`src/rtl/cmp_arbiter.sv`:
```
// ============================================================================
// cmp_arbiter
// ----------------------------------------------------------------------------
// Two-requester front end for a single shared RV32I branch comparator.
// Each cycle at most one request is accepted. It is chosen round-robin when
// both requesters are valid. Its operands are evaluated by one 33-bit
// subtract, and the branch decision, raw flags, requester id and tag are
// captured into a one-entry result register. The result appears one cycle
// after the handshake and is held stable until the consumer accepts it. A
// held result can be drained and replaced in the same cycle.
//
// Ports
//   i_clk            clock, all state updates on the rising edge
//   i_reset          synchronous active-high reset
//   i_reqN_valid     requester N (0/1) presents a compare request
//   o_reqN_ready     requester N request accepted this cycle (with valid)
//   i_reqN_rs1/rs2   32-bit operands of requester N
//   i_reqN_funct3    RV32I branch funct3 of requester N
//   i_reqN_tag       opaque TAG_W-bit tag, returned with the result
//   o_rsp_valid      result register holds a valid result
//   i_rsp_ready      consumer accepts the result this cycle
//   o_rsp_id         requester that issued the held result
//   o_rsp_tag        tag of the issuing request
//   o_rsp_taken      branch decision
//   o_rsp_equal      raw rs1 == rs2
//   o_rsp_less       raw rs1 < rs2 (signed or unsigned per funct3[1])
//   o_rsp_illegal    funct3 was 010 or 011 (not a branch encoding)
// ============================================================================
module cmp_arbiter #(
    parameter int TAG_W = 4
) (
    input  logic             i_clk,
    input  logic             i_reset,

    input  logic             i_req0_valid,
    output logic             o_req0_ready,
    input  logic [31:0]      i_req0_rs1,
    input  logic [31:0]      i_req0_rs2,
    input  logic [2:0]       i_req0_funct3,
    input  logic [TAG_W-1:0] i_req0_tag,

    input  logic             i_req1_valid,
    output logic             o_req1_ready,
    input  logic [31:0]      i_req1_rs1,
    input  logic [31:0]      i_req1_rs2,
    input  logic [2:0]       i_req1_funct3,
    input  logic [TAG_W-1:0] i_req1_tag,

    output logic             o_rsp_valid,
    input  logic             i_rsp_ready,
    output logic             o_rsp_id,
    output logic [TAG_W-1:0] o_rsp_tag,
    output logic             o_rsp_taken,
    output logic             o_rsp_equal,
    output logic             o_rsp_less,
    output logic             o_rsp_illegal
);

    // ------------------------------------------------------------------------
    // Types and helpers
    // ------------------------------------------------------------------------
    typedef enum logic [0:0] {
        ST_EMPTY = 1'b0,
        ST_FULL  = 1'b1
    } state_t;

    // Evaluate one branch compare and return {taken, equal, less, illegal}.
    // The operands are widened to 33 bits: sign-extended for signed ops,
    // zero-extended for unsigned ops. Bit 32 of the single difference is then
    // the correct "less" flag in both cases, and a zero difference means equal.
    function automatic logic [3:0] branch_eval(
        input logic [2:0]  funct3,
        input logic [31:0] rs1,
        input logic [31:0] rs2
    );
        logic        is_signed;
        logic [32:0] diff;
        logic        equal;
        logic        less;
        logic        taken;
        logic        illegal;
        is_signed = ~funct3[1];
        diff      = {is_signed & rs1[31], rs1} - {is_signed & rs2[31], rs2};
        equal     = (diff == 33'd0);
        less      = diff[32];
        taken     = 1'b0;
        illegal   = 1'b0;
        case (funct3)
            3'b000:         taken = equal;
            3'b001:         taken = ~equal;
            3'b100, 3'b110: taken = less;
            3'b101, 3'b111: taken = ~less;
            3'b010, 3'b011: begin
                taken   = 1'b0;
                illegal = 1'b1;
            end
            default: begin
                taken   = 1'b0;
                illegal = 1'b1;
            end
        endcase
        return {taken, equal, less, illegal};
    endfunction

    // ------------------------------------------------------------------------
    // Signals
    // ------------------------------------------------------------------------
    state_t             state_r;
    state_t             state_next_s;
    logic               last_grant_r;    // id of the last handshake winner

    logic               grant_valid_s;
    logic               grant_id_s;
    logic               can_accept_s;
    logic               handshake_s;

    logic [31:0]        sel_rs1_s;
    logic [31:0]        sel_rs2_s;
    logic [2:0]         sel_funct3_s;
    logic [TAG_W-1:0]   sel_tag_s;
    logic [3:0]         cmp_result_s;

    logic               rsp_id_r;
    logic [TAG_W-1:0]   rsp_tag_r;
    logic               rsp_taken_r;
    logic               rsp_equal_r;
    logic               rsp_less_r;
    logic               rsp_illegal_r;

    // ------------------------------------------------------------------------
    // Arbitration
    // ------------------------------------------------------------------------

    // Round-robin grant: a lone valid requester wins. When both are valid,
    // the requester that did not win the last handshake wins.
    always_comb begin
        grant_valid_s = 1'b0;
        grant_id_s    = 1'b0;
        if (i_req0_valid && i_req1_valid) begin
            grant_valid_s = 1'b1;
            grant_id_s    = ~last_grant_r;
        end else if (i_req0_valid) begin
            grant_valid_s = 1'b1;
            grant_id_s    = 1'b0;
        end else if (i_req1_valid) begin
            grant_valid_s = 1'b1;
            grant_id_s    = 1'b1;
        end else begin
            grant_valid_s = 1'b0;
            grant_id_s    = 1'b0;
        end
    end

    // Result slot is free when empty or when it is being drained this cycle.
    // Nothing is accepted while reset is asserted.
    always_comb begin
        can_accept_s = 1'b0;
        if (i_reset) begin
            can_accept_s = 1'b0;
        end else begin
            case (state_r)
                ST_EMPTY: can_accept_s = 1'b1;
                ST_FULL:  can_accept_s = i_rsp_ready;
                default:  can_accept_s = 1'b0;
            endcase
        end
    end

    assign handshake_s  = can_accept_s & grant_valid_s;
    assign o_req0_ready = handshake_s & ~grant_id_s;
    assign o_req1_ready = handshake_s &  grant_id_s;

    // Winner tracking moves only when a request is actually accepted.
    always_ff @(posedge i_clk) begin
        if (i_reset) begin
            last_grant_r <= 1'b1;
        end else if (handshake_s) begin
            last_grant_r <= grant_id_s;
        end else begin
            last_grant_r <= last_grant_r;
        end
    end

    // ------------------------------------------------------------------------
    // Shared comparator
    // ------------------------------------------------------------------------

    // Steer the granted requester's fields onto the single comparator.
    always_comb begin
        sel_rs1_s    = 32'd0;
        sel_rs2_s    = 32'd0;
        sel_funct3_s = 3'd0;
        sel_tag_s    = {TAG_W{1'b0}};
        if (grant_id_s) begin
            sel_rs1_s    = i_req1_rs1;
            sel_rs2_s    = i_req1_rs2;
            sel_funct3_s = i_req1_funct3;
            sel_tag_s    = i_req1_tag;
        end else begin
            sel_rs1_s    = i_req0_rs1;
            sel_rs2_s    = i_req0_rs2;
            sel_funct3_s = i_req0_funct3;
            sel_tag_s    = i_req0_tag;
        end
    end

    assign cmp_result_s = branch_eval(sel_funct3_s, sel_rs1_s, sel_rs2_s);

    // ------------------------------------------------------------------------
    // Result register state machine
    // ------------------------------------------------------------------------

    // State register for the one-entry result slot.
    always_ff @(posedge i_clk) begin
        if (i_reset) begin
            state_r <= ST_EMPTY;
        end else begin
            state_r <= state_next_s;
        end
    end

    // Next state: fill on handshake, empty on drain without refill, else hold.
    always_comb begin
        state_next_s = state_r;
        case (state_r)
            ST_EMPTY: begin
                if (handshake_s) begin
                    state_next_s = ST_FULL;
                end else begin
                    state_next_s = ST_EMPTY;
                end
            end
            ST_FULL: begin
                if (handshake_s) begin
                    state_next_s = ST_FULL;
                end else if (i_rsp_ready) begin
                    state_next_s = ST_EMPTY;
                end else begin
                    state_next_s = ST_FULL;
                end
            end
            default: state_next_s = ST_EMPTY;
        endcase
    end

    // Capture the result payload on handshake; hold it otherwise so a stalled
    // consumer sees stable outputs.
    always_ff @(posedge i_clk) begin
        if (i_reset) begin
            rsp_id_r      <= 1'b0;
            rsp_tag_r     <= {TAG_W{1'b0}};
            rsp_taken_r   <= 1'b0;
            rsp_equal_r   <= 1'b0;
            rsp_less_r    <= 1'b0;
            rsp_illegal_r <= 1'b0;
        end else if (handshake_s) begin
            rsp_id_r      <= grant_id_s;
            rsp_tag_r     <= sel_tag_s;
            rsp_taken_r   <= cmp_result_s[3];
            rsp_equal_r   <= cmp_result_s[2];
            rsp_less_r    <= cmp_result_s[1];
            rsp_illegal_r <= cmp_result_s[0];
        end else begin
            rsp_id_r      <= rsp_id_r;
            rsp_tag_r     <= rsp_tag_r;
            rsp_taken_r   <= rsp_taken_r;
            rsp_equal_r   <= rsp_equal_r;
            rsp_less_r    <= rsp_less_r;
            rsp_illegal_r <= rsp_illegal_r;
        end
    end

    assign o_rsp_valid   = (state_r == ST_FULL);
    assign o_rsp_id      = rsp_id_r;
    assign o_rsp_tag     = rsp_tag_r;
    assign o_rsp_taken   = rsp_taken_r;
    assign o_rsp_equal   = rsp_equal_r;
    assign o_rsp_less    = rsp_less_r;
    assign o_rsp_illegal = rsp_illegal_r;

endmodule

```
`config.mk`:
```
export PLATFORM = sky130hd
export DESIGN_NAME = cmp_arbiter
export DESIGN_NICKNAME = d
export VERILOG_FILES = /design/src/rtl/cmp_arbiter.sv
export SDC_FILE = /design/constraint.sdc
export NUM_CORES = 1
export LEC_CHECK = 0
export CORE_AREA = 8 8 105 107
export CTS_CLUSTER_DIAMETER = 30
export DETAILED_ROUTE_END_ITERATION = 10
export DIE_AREA = 0 0 113 115
export PLACE_DENSITY = 0.78
export SYNTH_ARGS = -nofsm -noshare
export SYNTH_HDL_FRONTEND = slang
export SYNTH_SLANG_ARGS = --single-unit
```
`constraint.sdc`:
```
create_clock -name i_clk -period 5.1 [get_ports i_clk]
set_input_delay 0.765 -clock i_clk [delete_from_list [all_inputs] [get_ports i_clk]]
set_output_delay 0.765 -clock i_clk [all_outputs]
set_load 0.02 [all_outputs]
```
==> reports/qor.yml <==
floorplan:
  initial_utilization_pct: 38.25
  ioPinCount: 159
  floorplan.core_area_mm2: 0.009459
  die_h_um: 115
  rows: 36
  die_w_um: 113
  dieArea_mm2: 0.01300
drt:
  firstDrtPassIters: 4
  wl_met3_um: 730
  wl_met2_um: 6643
  wl_um: 13550
  viasPerCell: 5.658
  met1Wirelength_um: 6039
  wl_per_cell_um: 17.74
  drt-initial-drc-count: 213
  drc: 0
  highest-signal-layer: "met4"
  vias: 4323
  ant_nets: 0
sta:
  min_period_over_period_pct: 95.20
  finalSetupViolations: 0
  setup-tns-final_ns: 0
  report.final.slew_viol_count: 0
  timing.hold.ws_ns: 0.4806
  relSlewSlack_pct: 65.84
  fin_crit_ns: 4.855
  rsz0062_at_grt: "no"
  timing.fmax_ghz: 0.2060
  tightestPinTransition_ns: 0.5070
  hold_viol_final: 0
  finClkSkew_ns: 0.0001772
clock_tree:
  clkSinkCount: 11
  cts_tree: "done"
  cts_hold_buf: 0
  clk_pin_slew_ns: 0.05
  h-tree-depth: 1
  clock_latency_ns: 0.25
  clockBufferDepth: 2
  cts_root_buffer: "clkbuf_8"
  cts_buffers: 3
place:
  gp_congestion: 0.9131
  dp_cells: 757
  hpwlAfterDp_um: 11800
  dpl-instance-area_mm2: 0.005595
  portBuffers: 158
critical_path:
  reg2reg_slack_ns: 1.03
  cp.required_ns: 5.24
  cp_max_fo: 24
  end_kind: "flip-flop"
  startpoint_type: "input pin"
  reg2reg_depth: 15
  cp_top_family: "compound AO/OA/AOI/OAI gates"
  cp_slowest_cell: "clkdlybuf4s50_1"
  arrival_ns: 5.00
  crit_type: "in2reg"
  crit_buf_inv: 3
  r2r_start: "last_grant_r$_SDFFE_PP1P_"
  reg2reg_to: "o_rsp_taken$_SDFFE_PP0P_"
  path_cells: "clkdlybuf4s50_1 -> a21boi_4 -> buf_12 -> buf_12 -> mux2_2 -> ha_1 -> a21o_1 -> a31oi_4 -> a2bb2oi_4 -> a2111oi_4 -> nor2_1 -> mux2i_1 -> or4_4 -> nor4b_4 -> o22ai_1 -> a21o_1"
  critPathMaxStageDelay_ns: 0.53
layout:
  final_cells: 764
  fin_nets: 831
  drive_above_1_share_pct: 18.46
  final_area_mm2: 0.005733
  final_cell_mix: "158 x clkdlybuf4s50_1, 44 x buf_4, 42 x mux2i_1"
  n_fill_cell: 859
  antenna_cells: 0
  area_delta_synth_final_pct: 58.44
  final_common_cell: "clkdlybuf4s50_1"
global_routing:
  antenna_found_initial: 0
  grt_pass1_vias: 4402
  grt-ovfl-total: 0
  grt_max_degree: 25
  track_usage_pct: 19.91
  grt_first_pass_wirelength_um: 21670
synthesis:
  synthesis.area_mm2: 0.003618
  synth-seq-cells: 11
  ys_types: 81
  synthCells: 467
  avgSynthCellArea_um2: 7.748
  ys.flop_type: "dfxtp_1"
  syn_nets: 647
  synthArstFlopShare_pct: 0
  yosys_warnings: 0
  synth_edf_count: 0
  synth-seq-area-share_pct: 6.086
hold_path:
  worstHoldPathType: "reg2reg"
  hold_end: "o_rsp_equal$_SDFFE_PP0P_"
  hp-start: "o_rsp_equal$_SDFFE_PP0P_"
  worstHoldPathCells: 2
power:
  irDropWorstVdd_uv: 67.82
  cellPowerDensity_mw_per_mm2: 183.7
  p_leak_nw: 2.311
status:
  status: "complete, no violations"
run:
  drv_cap: 0
==> worst reg2reg max path, stage by stage (launching register included) <==
cell and delay (ns):
dfxtp_1 0.33, a21boi_4 0.16, buf_12 0.15, buf_12 0.18, mux2_2 0.35, ha_1 0.37
a21o_1 0.21, a31oi_4 0.13, a2bb2oi_4 0.23, a2111oi_4 0.47, nor2_1 0.12, mux2i_1 0.14
or4_4 0.53, nor4b_4 0.32, o22ai_1 0.12, a21o_1 0.16
==> cells in the mapped netlist, types with 5 or more instances <==
master    instances  area (um^2)
nand2_1          28        105.1
buf_2            10        50.05
a21o_1            9        67.56
nand4_1          13        81.33
nand2b_1          6        37.54
nand3_1          11        55.05
a21oi_1          38        190.2
dfxtp_1          11        220.2
o21ai_0          17        85.08
nor2_1           35        131.4
ha_1             32        400.4
o21a_1            9        67.56
inv_1            13        48.80
and3_1            5        31.28
mux2_2           35        394.1
xnor2_1           7        61.31
xor2_1            6        52.55
a31oi_1           5        31.28
clkbuf_1         10        37.54
mux2i_1          42        420.4
buf_1             6        22.52
nor3_1           14        70.07
a211oi_1          7        52.55
nor4_1            6        37.54
==> power by group <==
part | internal, mW | leakage (nW) | switching (mW)
clock | 0.0553 | 0.0228 | 0.0372
sequential | 0.0936 | 0.0909 | 0.00408
combinational | 0.435 | 2.20 | 0.428
total | 0.584 | 2.31 | 0.470
==> routing by layer <==
layer / global-route usage [%] / up-vias
li1: - / 2161
met1: 24.10 / 2003
met2: 36.47 / 146
met3: 2.731 / 13
met4: 4.263 / 0
met5: 0 / -
==> area by class of cell <==
cell class | instances | area [um^2] | share of cell area, %
inverter | 13 | 48.80 | 0.8512
sequential | 11 | 220.2 | 3.841
multi-input combinational | 416 | 3279 | 57.20
tap | 114 | 142.6 | 2.488
clock buffer | 4 | 45.04 | 0.7857
timing repair buffer | 206 | 1997 | 34.83
==> metrics by stage <==
step / total power, mW / utilization [%] / setup slack, ns
2_1_floorplan: 0.6119 / - / 0.1105
3_3_place_gp: 0.9285 / 59.15 / -0.2341
3_5_place_dp: 0.9360 / 59.15 / -0.2029
4_1_cts: 1.033 / 59.63 / 0.03382
5_1_grt: 1.137 / 60.61 / 0.01838
6_report: 1.053 / 60.61 / 0.2450
==> worst max path at each step <==
stage | from | to | slack [ns] | cells past startpoint
after floorplan | i_req1_valid | o_rsp_taken$_SDFFE_PP0P_ | 0.11 | 17
after global placement | i_req1_valid | o_rsp_taken$_SDFFE_PP0P_ | -0.23 | 15
after detailed placement | i_req1_valid | o_rsp_taken$_SDFFE_PP0P_ | -0.20 | 15
after CTS | i_req1_valid | o_rsp_taken$_SDFFE_PP0P_ | 0.03 | 15
after global routing | i_req1_valid | o_rsp_taken$_SDFFE_PP0P_ | 0.02 | 18
final | i_req1_valid | o_rsp_taken$_SDFFE_PP0P_ | 0.25 | 16
==> logic make-up (layout without fill, tap and decap cells) <==
logic type	Yosys count	after routing	share of synthesized area (%)
AND/OR/NAND/NOR	155	155	23.51
AO/OA/AOI/OAI	137	137	27.77
XOR/XNOR	14	14	3.804
multiplexers	77	77	22.51
adder cells (fa/ha/maj)	33	33	11.62
buffers and inverters	40	223	4.703
flip-flops	11	11	6.086
==> state kept, by name, indices dropped and copies added, names as in the netlist <==
| signal | count |
|---|---|
| o_rsp_tag | 4 |
| last_grant_r | 1 |
| o_rsp_equal | 1 |
| o_rsp_id | 1 |
| o_rsp_illegal | 1 |
| o_rsp_less | 1 |
| o_rsp_taken | 1 |
| o_rsp_valid | 1 |
==> repair_timing <==
item,CTS,global route
setup buffers,0,2
setup endpoints to repair,0,2
gates resized for setup,0,9
No activity file was read; power rests on OpenSTA's default activity.
